### config.mk
export PLATFORM = sky130hd
export DESIGN_NAME = en_reg_arbiter
export DESIGN_NICKNAME = d
export VERILOG_FILES = /design/src/rtl/en_reg_arbiter_pkg.sv /design/src/rtl/en_reg_cell.sv /design/src/rtl/en_reg_arbiter.sv
export SDC_FILE = /design/constraint.sdc
export NUM_CORES = 1
export LEC_CHECK = 0
export ABC_AREA = 1
export CORE_MARGIN = 10
export CORE_UTILIZATION = 49
export DETAILED_ROUTE_END_ITERATION = 6
export GPL_TIMING_DRIVEN = 0
export PLACE_DENSITY = 0.85
export SKIP_CTS_REPAIR_TIMING = 1
export SLEW_MARGIN = 20
export SYNTH_ARGS = -nofsm -noshare
export SYNTH_HDL_FRONTEND = slang
export SYNTH_SLANG_ARGS = --single-unit
export TNS_END_PERCENT = 1
### constraint.sdc
create_clock -name clk -period 4.9 [get_ports clk]
set_clock_uncertainty 0.1 [all_clocks]
set_input_delay 0.98 -clock clk [delete_from_list [all_inputs] [get_ports clk]]
set_output_delay 0.98 -clock clk [all_outputs]
set_load 0.005 [all_outputs]
### src/rtl/en_reg_arbiter_pkg.sv
// rtl/en_reg_arbiter_pkg.sv - shared constants and round-robin pick helper
package en_reg_arbiter_pkg;

   localparam int NREQ_D   = 4;
   localparam int NREG_D   = 4;
   localparam int WIDTH_D  = 8;
   localparam int ADDR_W_D = 2;

   // Widest requester vector the helper handles; callers zero-pad narrower ones.
   localparam int MAX_NREQ = 8;

   // Returns {found, index}: the first requester set when scanning from ptr
   // upward with wrap at nreq. Scanned backwards so the earliest hit is the
   // last one written. ptr < nreq always holds, so one subtraction wraps.
   function automatic logic [3:0] rr_pick(input logic [MAX_NREQ-1:0] req,
                                          input logic [2:0]          ptr,
                                          input int                  nreq);
      logic [3:0] res;
      int         idx;
      res = '0;
      for (int k = MAX_NREQ - 1; k >= 0; k--) begin
         if (k < nreq) begin
            idx = int'(ptr) + k;
            if (idx >= nreq) idx = idx - nreq;
            if (req[idx[2:0]]) res = {1'b1, idx[2:0]};
         end
      end
      return res;
   endfunction

endpackage

### src/rtl/en_reg_cell.sv
// rtl/en_reg_cell.sv - WIDTH-bit register with load enable
module en_reg_cell #(
   parameter int WIDTH = 8
) (
   input  logic             clk,
   input  logic             rst,
   input  logic             en,
   input  logic [WIDTH-1:0] d,
   output logic [WIDTH-1:0] q
);

   // Load on enable, otherwise hold; reset clears.
   always_ff @(posedge clk) begin
      if (rst)     q <= '0;
      else if (en) q <= d;
   end

endmodule

### src/rtl/en_reg_arbiter.sv
// rtl/en_reg_arbiter.sv - round-robin arbiter for a shared register bank write port
module en_reg_arbiter
   import en_reg_arbiter_pkg::*;
#(
   parameter int NREQ   = NREQ_D,
   parameter int NREG   = NREG_D,
   parameter int WIDTH  = WIDTH_D,
   parameter int ADDR_W = ADDR_W_D
) (
   input  logic                    clk,
   input  logic                    rst,
   input  logic [NREQ-1:0]         req,
   input  logic [NREQ*ADDR_W-1:0]  waddr,
   input  logic [NREQ*WIDTH-1:0]   wdata,
   output logic [NREQ-1:0]         gnt,
   output logic [NREG*WIDTH-1:0]   q_bank,
   output logic                    busy
);

   logic [2:0]          ptr;
   logic [MAX_NREQ-1:0] req_pad;
   logic [3:0]          pick;
   logic                commit;
   logic [ADDR_W-1:0]   gaddr;
   logic [WIDTH-1:0]    gdata;
   logic [NREG-1:0]     en;

   // Round-robin grant; reset masks every grant so nothing commits.
   always_comb begin
      req_pad           = '0;
      req_pad[NREQ-1:0] = req;
      pick              = rr_pick(req_pad, ptr, NREQ);
      gnt               = '0;
      for (int i = 0; i < NREQ; i++) begin
         gnt[i] = ~rst & pick[3] & (pick[2:0] == 3'(i));
      end
   end

   // Steer the granted requester's address and data onto the shared write port.
   always_comb begin
      commit = |gnt;
      gaddr  = '0;
      gdata  = '0;
      for (int i = 0; i < NREQ; i++) begin
         if (gnt[i]) begin
            gaddr = waddr[i*ADDR_W +: ADDR_W];
            gdata = wdata[i*WIDTH +: WIDTH];
         end
      end
   end

   // Address decode; addresses at or beyond NREG enable nothing and are dropped.
   always_comb begin
      en = '0;
      for (int r = 0; r < NREG; r++) begin
         en[r] = commit & (gaddr == ADDR_W'(r));
      end
   end

   // Pointer moves just past the winner on a commit; busy flags a commit.
   always_ff @(posedge clk) begin
      if (rst) begin
         ptr  <= '0;
         busy <= 1'b0;
      end else begin
         busy <= commit;
         if (commit) ptr <= (pick[2:0] == 3'(NREQ - 1)) ? 3'd0 : pick[2:0] + 3'd1;
      end
   end

   genvar r;
   generate
      for (r = 0; r < NREG; r++) begin : g_bank
         en_reg_cell #(.WIDTH(WIDTH)) u_cell (
            .clk (clk),
            .rst (rst),
            .en  (en[r]),
            .d   (gdata),
            .q   (q_bank[r*WIDTH +: WIDTH])
         );
      end
   endgenerate

endmodule

==> metrics.txt, run 1 <==
Syn Area/Cell=6.32 µm²; worst setup path class=in2out; status=finished, final reports clean; DR iter-0 viols=98; CTS tree=yes; Design Area, Final=0.00344 mm²; share of cells above drive strength 1=0.116; post-synth top area share=0.296; clock buffer depth=2; Post-synth EDFFs=0; worst-skew pair later-pin latency=0.29 ns; power after layout=2.56 mW; clk sinks=36; Die W=90.5 µm; GR Util met1=0.175; Slew @ Worst Pin=0.436 ns; Seq cells post-synth=36; WL/cell=12.4 µm; Syn Nets=437; Final ANT Viol Nets=0; Power per Cell Area=742 mW/mm²; initial core utilization=0.512; vias in the first global route=2608; met3 global-route usage=0.0756; H-tree levels=2; peak fanout along the critical path=10; main area contributors after synthesis=dfxtp_1 (30%), nand2_1 (18%), nor2_1 (13%); Yosys top cell by area=dfxtp_1; vias=2545; Post-Place Cells=534; period utilization=0.957; Synth Flop Type=dfxtp_1; final hold viol count=0; Avg Vias per Cell=4.69; grt ovf=0; die area=0.00819 mm²; worst hold path type=reg2reg; Slew Viols, Final=0; gpl congestion=0.820; placed instance area=0.00334 mm²; final worst slack=0.211 ns; global-route wire length before repair=11700 µm; crit end category=output pin; relative slew slack=0.709; # nets final=528; sequential share of the synthesized area=0.296; shortest period the worst path allows=4.69 ns; largest net degree at the start of global routing=11; Synth Instances=385; hold slack=0.383 ns; core footprint=0.00475 mm²; Max Fclk=213 MHz; yosys warns=0; Clock transition at path regs=0.06 ns; GRT Util Overall=0.168; initial antenna violation count=0; residual DRC count=0; peak supply drop=0.419 mV; ant diodes=0; GR peak layer=met2; Finish-stage setup viols=0; routed wire length=6740 µm; mapped cell area=0.00243 mm²; Worst setup SP type=input port; Crit path arrival time=3.61 ns; unique cell type count in the Yosys netlist=29; Max Cap Viol=0; fin cells=543; 1st-pass router iterations=4; Area growth syn-to-layout=41.5%; dpl ws=-0.119 ns; ys async rst share=0; Detailed Place HPWL=5420 µm; WP data required=3.82 ns; Die Span Y=90.5 µm; clk root buf=clkbuf_8; row cnt=25; grt met2 use=0.302; # port buffers=82; IO Pins=83; Static Leak=1.72 nW; fill cell count=417; CTS Buf Count=5
## cells by family (layout without fill, tap and decap cells)
family / count (synthesis) / count (layout) / share of synthesized area
AOI/OAI and AO/OA: 13 / 13 / 0.0314
adders and majority gates: 6 / 6 / 0.0308
buffers and inverters: 72 / 163 / 0.133
DFF: 36 / 36 / 0.296
and+or+nand+nor: 258 / 258 / 0.509
## metal layers
metal	vias to the layer above	share of wire
li1	1334	-
met1	1127	0.39
met2	71	0.51
met3	13	0.097
met4	0	0.011
met5	-	0
## worst max-delay path, cell delays in order
cell and delay (ns):
clkdlybuf4s50_1 0.49, nand2_1 0.08, nand3_1 0.10, nand3_1 0.15
nor2_1 0.15, inv_1 0.07, nand2_1 0.05, nand4_1 0.08
o31ai_2 0.11, ha_1 0.35, clkinvlp_4 0.19, nor2_4 0.25
clkdlybuf4s50_1 0.55
## synthesized netlist by cell type, types with 4 or more instances
library cell  instances
nand2_1             117
nor2_1               84
inv_1                56
dfxtp_1              36
nand3_1              15
nand2_2              12
nand2_4               8
nand4_1               8
ha_1                  6
nand3_4               6
a21oi_1               5
inv_2                 4
## state kept, by name, summed over array words and instances, names as in the netlist
name	cells
busy	1
g_bank.u_cell.q	32
ptr	3
## placed cells by master, fill, tap and decap left out, types with 2 or more instances in the layout
master and instances:
nand2_1 117, inv_1 56, o21ai_0 3, nor2_1 84
nand4_1 8, ha_1 6, buf_4 4, a21oi_1 5
nor2_4 2, nand2_4 8, buf_6 3, nand3_1 15
inv_2 4, nand2_2 12, clkbuf_8 5, o21bai_1 3
nand3_4 6, dfxtp_1 36, clkbuf_1 3, nand3_2 2
clkdlybuf4s50_1 82
## per-stage QoR
| step | utilization | setup TNS, ns |
|---|---|---|
| finish | 0.724 | 0 |
| global route | 0.724 | -0.0344 |
| CTS | 0.718 | -0.136 |
| detailed placement | 0.702 | -0.119 |
| global placement | 0.702 | -0.0356 |
| floorplan | - | 0 |
## area by class of cell
type | count | area (µm²) | area share
Clock buffer | 6 | 72.6 | 0.0211
Buffer | 9 | 81.3 | 0.0236
Multi-Input combinational cell | 277 | 1400 | 0.406
Sequential cell | 36 | 721 | 0.209
Tap cell | 67 | 83.8 | 0.0243
Inverter | 63 | 245 | 0.0712
Clock inverter | 1 | 5.00 | 0.00145
Timing Repair Buffer | 84 | 836 | 0.243
## worst paths after layout
path,startpoint,to,slack [ns],depth (start not counted)
hold / removal,g_bank[0].u_cell.q[7],g_bank[0].u_cell.q[7],0.38,2
hold reg to reg,g_bank[0].u_cell.q[7],g_bank[0].u_cell.q[7],0.38,2
setup reg to reg,ptr[0],g_bank[1].u_cell.q[2],1.35,22
setup / recovery,req[0],gnt[1],0.21,13
## where the power goes
group          switching, mW  total, mW  internal [mW]
Clock                  0.102      0.198         0.0966
Combinational           1.15       1.91          0.760
Sequential            0.0508      0.446          0.395
Note: power is estimated with default switching activity, not from simulation.
==> run 2: changes to the inputs <==
CORE_MARGIN = not set   (was 10)
==> metrics.txt, run 2 (synthesis gave the netlist of run 1 again) <==
status=finished, final reports clean (unchanged); Largest register FFs=32 (unchanged); # port buffers=82 (unchanged); final worst slack=0.353 ns (was 0.211 ns); hold path cells=2 (unchanged); crit end category=output pin (unchanged); shortest period the worst path allows=4.55 ns (was 4.69 ns); Die Span Y=72.5 µm (was 90.5 µm); GRT Util Overall=0.237 (was 0.168); clk root buf=clkbuf_8 (unchanged); most frequent cells in the layout=nand2_1 (117), nor2_1 (84), clkdlybuf4s50_1 (82) (unchanged); Pint=1.27 mW (was 1.25 mW); Crit path arrival time=3.47 ns (was 3.61 ns); Max Cap Viol=0 (unchanged); Metal-1 WL=2480 µm (was 2610 µm); final hold viol count=0 (unchanged); Static Leak=1.72 nW (about the same); sequential share of power=0.175 (was 0.174); vias=2486 (was 2545); CTS tree=yes (unchanged); Comb pwr share=0.736 (was 0.748); peak supply drop=0.450 mV (was 0.419 mV); worst-skew pair later-pin latency=0.29 ns (about the same); Max Fclk=220 MHz (was 213 MHz); core footprint=0.00475 mm² (unchanged); Avg Vias per Cell=4.59 (was 4.69); Hold EP=g_bank[0].u_cell.q[5] (was g_bank[0].u_cell.q[7]); period utilization=0.928 (was 0.957); P_sw=1.28 mW (was 1.30 mW); R2R Path Start=ptr[0] (unchanged); worst hold start=g_bank[0].u_cell.q[5] (was g_bank[0].u_cell.q[7]); WP data required=3.82 ns (about the same); relative slew slack=0.696 (was 0.709); largest registers=g_bank.u_cell.q (32), ptr (3), busy (1) (unchanged); CTS Buf Count=5 (unchanged); Slew @ Worst Pin=0.454 ns (was 0.436 ns); DR WL met2=2820 µm (was 3410 µm); Highest Signal Layer=met4 (unchanged); largest reg by FF count=g_bank.u_cell.q (unchanged); WL/cell=10.6 µm (was 12.4 µm); RSZ-0062 raised after global routing=false; vias in the first global route=2259 (was 2608); worst setup path class=in2out (unchanged); clock buffer depth=2 (unchanged); Area growth syn-to-layout=42.1% (was 41.5%); Reg2Reg Setup Slack=1.48 ns (was 1.35 ns); gpl congestion=0.782 (was 0.820); Slew Viols, Final=0 (unchanged); die area=0.00525 mm² (was 0.00819 mm²); row cnt=25 (unchanged); initial antenna violation count=0 (unchanged); ant diodes=0 (unchanged); WL met3=354 µm (was 655 µm); R2R depth=23 (was 22); peak fanout along the critical path=10 (unchanged); DR iter-0 viols=141 (was 98); Final ANT Viol Nets=0 (unchanged); global-route wire length before repair=9650 µm (was 11700 µm); dpl ws=0.0142 ns (was -0.119 ns); Reg-to-Reg End=g_bank[1].u_cell.q[6] (was g_bank[1].u_cell.q[2]); Die W=72.5 µm (was 90.5 µm); worst hold path type=reg2reg (unchanged); power after layout=2.55 mW (was 2.56 mW); Power per Cell Area=738 mW/mm² (was 742 mW/mm²); IO Pins=83 (unchanged); Worst setup SP type=input port (unchanged); final core occ=0.727 (was 0.724); Detailed Place HPWL=4480 µm (was 5420 µm); largest net degree at the start of global routing=11 (unchanged); Clock transition at path regs=0.06 ns (about the same); initial core utilization=0.512 (unchanged); routed wire length=5740 µm (was 6740 µm); residual DRC count=0 (unchanged); share of cells above drive strength 1=0.118 (was 0.116); switching part of the total power=0.501 (was 0.510); commonest non-fill, non-tap cell in the layout=nand2_1 (unchanged); Finish-stage setup viols=0 (unchanged); 1st-pass router iterations=4 (unchanged); grt ovf=0 (unchanged); clk sinks=36 (unchanged); H-tree levels=2 (unchanged); # nets final=527 (was 528); clock share of power=0.088 (was 0.078)
-- run 2: per-stage QoR --
stage,instances,instance area (µm²),setup TNS (ns),hold WS (ns)
after global routing,542,3460,0,0.421
after global placement,534,3340,-0.0220,0.374
after CTS,541,3430,-0.00947,0.389
final,542,3460,0,0.392
after detailed placement,534,3340,0,0.380
after floorplan,385,2430,0,0.351
-- run 2: worst max-delay path by stage --
stage	startpoint	end	slack [ns]	cells past startpoint
floorplan	req[3]	gnt[1]	1.34	9
global placement	req[3]	gnt[1]	-0.02	11
detailed placement	req[3]	gnt[1]	0.01	11
CTS	req[3]	gnt[1]	-0.009	11
global route	req[3]	gnt[1]	0.09	15
finish	req[0]	gnt[1]	0.35	13
-- run 2: area by class of cell --
class / instances / area (µm²)
Tap cell: 67 / 83.8
Multi-Input combinational cell: 277 / 1400
Clock buffer: 7 / 96.3
Inverter: 63 / 245
Sequential cell: 36 / 721
Timing Repair Buffer: 83 / 828
Fill cell: 407 / 1300
Buffer: 9 / 81.3
-- run 2: worst max-delay path, stage by stage --
cell	delay [ns]
clkdlybuf4s50_1	0.49
nand2_1	0.08
nand3_1	0.10
nand3_1	0.15
nor2_1	0.12
inv_1	0.06
nand2_1	0.05
nand4_1	0.09
o31ai_2	0.11
ha_2	0.31
clkinvlp_4	0.16
nor2_4	0.23
clkdlybuf4s50_1	0.54
-- run 2: power groups by stage --
stage / Clock (mW) / Sequential (mW) / Combinational (mW)
after CTS: 0.231 / 0.448 / 1.85
after global placement: 0 / 0.452 / 1.80
after global routing: 0.244 / 0.459 / 2.11
final: 0.225 / 0.448 / 1.88
after floorplan: 0 / 0.455 / 1.34
after detailed placement: 0 / 0.454 / 1.84
-- run 2: metal layers --
| layer | track usage | vias to the layer above |
|---|---|---|
| met5 | 0 | - |
| met4 | 0.0893 | 0 |
| met3 | 0.0625 | 10 |
| met2 | 0.407 | 57 |
| met1 | 0.281 | 1095 |
| li1 | - | 1324 |
==> run 3: changes to the inputs <==
CAP_MARGIN = 10   (was not set)
PLACE_DENSITY = 0.86   (was 0.85)
SYNTH_HIERARCHICAL = 1   (was not set)
==> metrics.txt, run 3 <==
status=finished, final reports clean (unchanged); initial antenna violation count=0 (unchanged); row cnt=25 (unchanged); ant diodes=0 (unchanged); Static Leak=1.63 nW (was 1.72 nW); H-tree levels=2 (unchanged); mapped cell area=0.00242 mm² (was 0.00243 mm²); worst hold start=g_bank[3].u_cell/q[7] (was g_bank[0].u_cell.q[5]); Slew @ Worst Pin=0.400 ns (was 0.454 ns); final worst slack=0.209 ns (was 0.353 ns); clk sinks=36 (unchanged); initial core utilization=0.512 (about the same); core footprint=0.00472 mm² (was 0.00475 mm²); power after layout=2.57 mW (was 2.55 mW); WL/cell=11.3 µm (was 10.6 µm); routed wire length=6090 µm (was 5740 µm); residual DRC count=0 (unchanged); Avg Vias per Cell=4.69 (was 4.59); peak supply drop=0.333 mV (was 0.450 mV); Final ANT Viol Nets=0 (unchanged); CP max stage delay=0.52 ns (was 0.54 ns); RSZ-0062 raised after global routing=false (unchanged); worst setup path class=in2out (unchanged); grt ovf=0 (unchanged); # port buffers=82 (unchanged); commonest non-fill, non-tap cell in the layout=nand2_1 (unchanged); Power per Cell Area=749 mW/mm² (was 738 mW/mm²); vias=2539 (was 2486); Reg-to-Reg End=g_bank[0].u_cell/q[3] (was g_bank[1].u_cell.q[6]); Post-Place Cells=531 (was 534); period utilization=0.957 (was 0.928); Fin Setup TNS=0 ns (unchanged); DR iter-0 viols=157 (was 141); 1st-pass router iterations=4 (unchanged); Clock transition at path regs=0.07 ns (was 0.06 ns); Largest register FFs=32 (unchanged); Die Span Y=72.3 µm (was 72.5 µm); cells along the critical path=clkdlybuf4s50_1 > nand2_1 > nand3_1 > nand3_2 > or2_2 > nand2_1 > a21o_1 > ha_1 > clkinvlp_4 > nor2_4 > clkdlybuf4s50_1 (was clkdlybuf4s50_1 > nand2_1 > nand3_1 > nand3_1 > nor2_1 > inv_1 > nand2_1 > nand4_1 > o31ai_2 > ha_2 > clkinvlp_4 > nor2_4 > clkdlybuf4s50_1); Detailed Place HPWL=4790 µm (was 4480 µm); relative slew slack=0.733 (was 0.696); die area=0.00522 mm² (was 0.00525 mm²); Synth top cells by count=nand2_1 (114), nor2_1 (88), inv_1 (50), dfxtp_1 (36), nand3_1 (15) (was nand2_1 (117), nor2_1 (84), inv_1 (56), dfxtp_1 (36), nand3_1 (15)); Die W=72.3 µm (was 72.5 µm); sequential share of the synthesized area=0.298 (was 0.296); Syn Nets=434 (was 437); crit path to=gnt[1] (unchanged); main area contributors after synthesis=dfxtp_1 (30%), nand2_1 (18%), nor2_1 (14%) (was dfxtp_1 (30%), nand2_1 (18%), nor2_1 (13%)); slowest stage cell, crit path=clkdlybuf4s50_1 (unchanged); Synth Flop Type=dfxtp_1 (unchanged); Slew Viols, Final=0 (unchanged); largest registers=g_bank.u_cell/q (32), ptr (3), busy (1) (was g_bank.u_cell.q (32), ptr (3), busy (1)); peak fanout along the critical path=9 (was 10); most frequent cells in the layout=nand2_1 (114), nor2_1 (88), clkdlybuf4s50_1 (82) (was nand2_1 (117), nor2_1 (84), clkdlybuf4s50_1 (82)); crit end category=output pin (unchanged); Syn Area/Cell=6.33 µm² (was 6.32 µm²); clock buffer depth=2 (unchanged); Setup crit start=req[0] (unchanged); R2R depth=23 (unchanged); share of cells above drive strength 1=0.129 (was 0.118); vias in the first global route=2365 (was 2259); gpl congestion=0.840 (was 0.782); WP data required=3.82 ns (about the same); ys async rst share=0 (unchanged); global-route wire length before repair=10100 µm (was 9650 µm); hold slack=0.371 ns (was 0.392 ns); final hold viol count=0 (unchanged); Worst setup SP type=input port (unchanged); Reg2Reg Setup Slack=1.20 ns (was 1.48 ns); final core occ=0.728 (was 0.727); # nets final=525 (was 527); worst-skew pair later-pin latency=0.29 ns (about the same); R2R Path Start=ptr[0] (unchanged); shortest period the worst path allows=4.69 ns (was 4.55 ns); dpl ws=-0.0551 ns (was 0.0142 ns); CTS tree=yes (unchanged); post-synth top area share=0.298 (was 0.296); Design Area, Final=0.00344 mm² (was 0.00346 mm²); IO Pins=83 (unchanged); largest net degree at the start of global routing=12 (was 11); most frequent cell after synthesis=nand2_1 (unchanged); CTS Buf Count=5 (unchanged); Yosys top cell by area=dfxtp_1 (unchanged); unique cell type count in the Yosys netlist=28 (was 29); Post-synth EDFFs=0 (unchanged); Area growth syn-to-layout=42.0% (was 42.1%); Seq cells post-synth=36 (unchanged); placed instance area=0.00332 mm² (was 0.00334 mm²); yosys warns=6 (was 0); largest reg by FF count=g_bank.u_cell/q (was g_bank.u_cell.q); GRT Util Overall=0.249 (was 0.237); clk root buf=clkbuf_8 (unchanged); worst hold path type=reg2reg (unchanged); Max Cap Viol=0 (unchanged); Synth Instances=382 (was 385); Finish-stage setup viols=0 (unchanged); fin cells=541 (was 542); Crit path arrival time=3.61 ns (was 3.47 ns); Max Fclk=213 MHz (was 220 MHz)
[run 3: worst min path at each step]
stage / endpoint / slack (ns) / depth (start not counted)
2_1_floorplan: ptr[2] / 0.35 / 2
3_3_place_gp: g_bank[0].u_cell/q[2] / 0.36 / 2
3_5_place_dp: g_bank[3].u_cell/q[7] / 0.36 / 2
4_1_cts: g_bank[3].u_cell/q[7] / 0.37 / 2
5_1_grt: g_bank[0].u_cell/q[4] / 0.39 / 2
6_report: g_bank[3].u_cell/q[7] / 0.37 / 2
[run 3: layer usage]
layer	share of wire	wire, µm	global-route usage
met1	0.43	2620	0.300
met2	0.50	3020	0.431
met3	0.054	327	0.0500
met4	0.019	116	0.100
met5	0	0	0
[run 3: final cells by class]
class	count	area, µm²
Buffer	13	148
Clock buffer	7	86.3
Clock inverter	1	7.51
Fill cell	392	1290
Inverter	56	221
Multi-Input combinational cell	277	1330
Sequential cell	36	721
Tap cell	67	83.8
Timing Repair Buffer	84	836
[run 3: logic make-up after synthesis]
logic type,after synthesis,share of synthesized area
AOI/OAI and AO/OA,12,0.0269
and+or+nand+nor,259,0.493
adders and majority gates,6,0.0310
buffers and inverters,69,0.151
DFF,36,0.298
[run 3: report_power, final]
part	switching [mW]	leakage, nW	internal (mW)
sequential	0.0461	0.295	0.390
combinational	1.09	1.29	0.826
clock	0.107	0.0445	0.114
[run 3: worst max-delay path, delay by kind of cell]
family	cells	cell delay, ns
AND/OR/NAND/NOR	6	0.84
adder cells (fa/ha/maj)	1	0.30
buffers and inverters	3	1.31
AO/OA/AOI/OAI	1	0.18
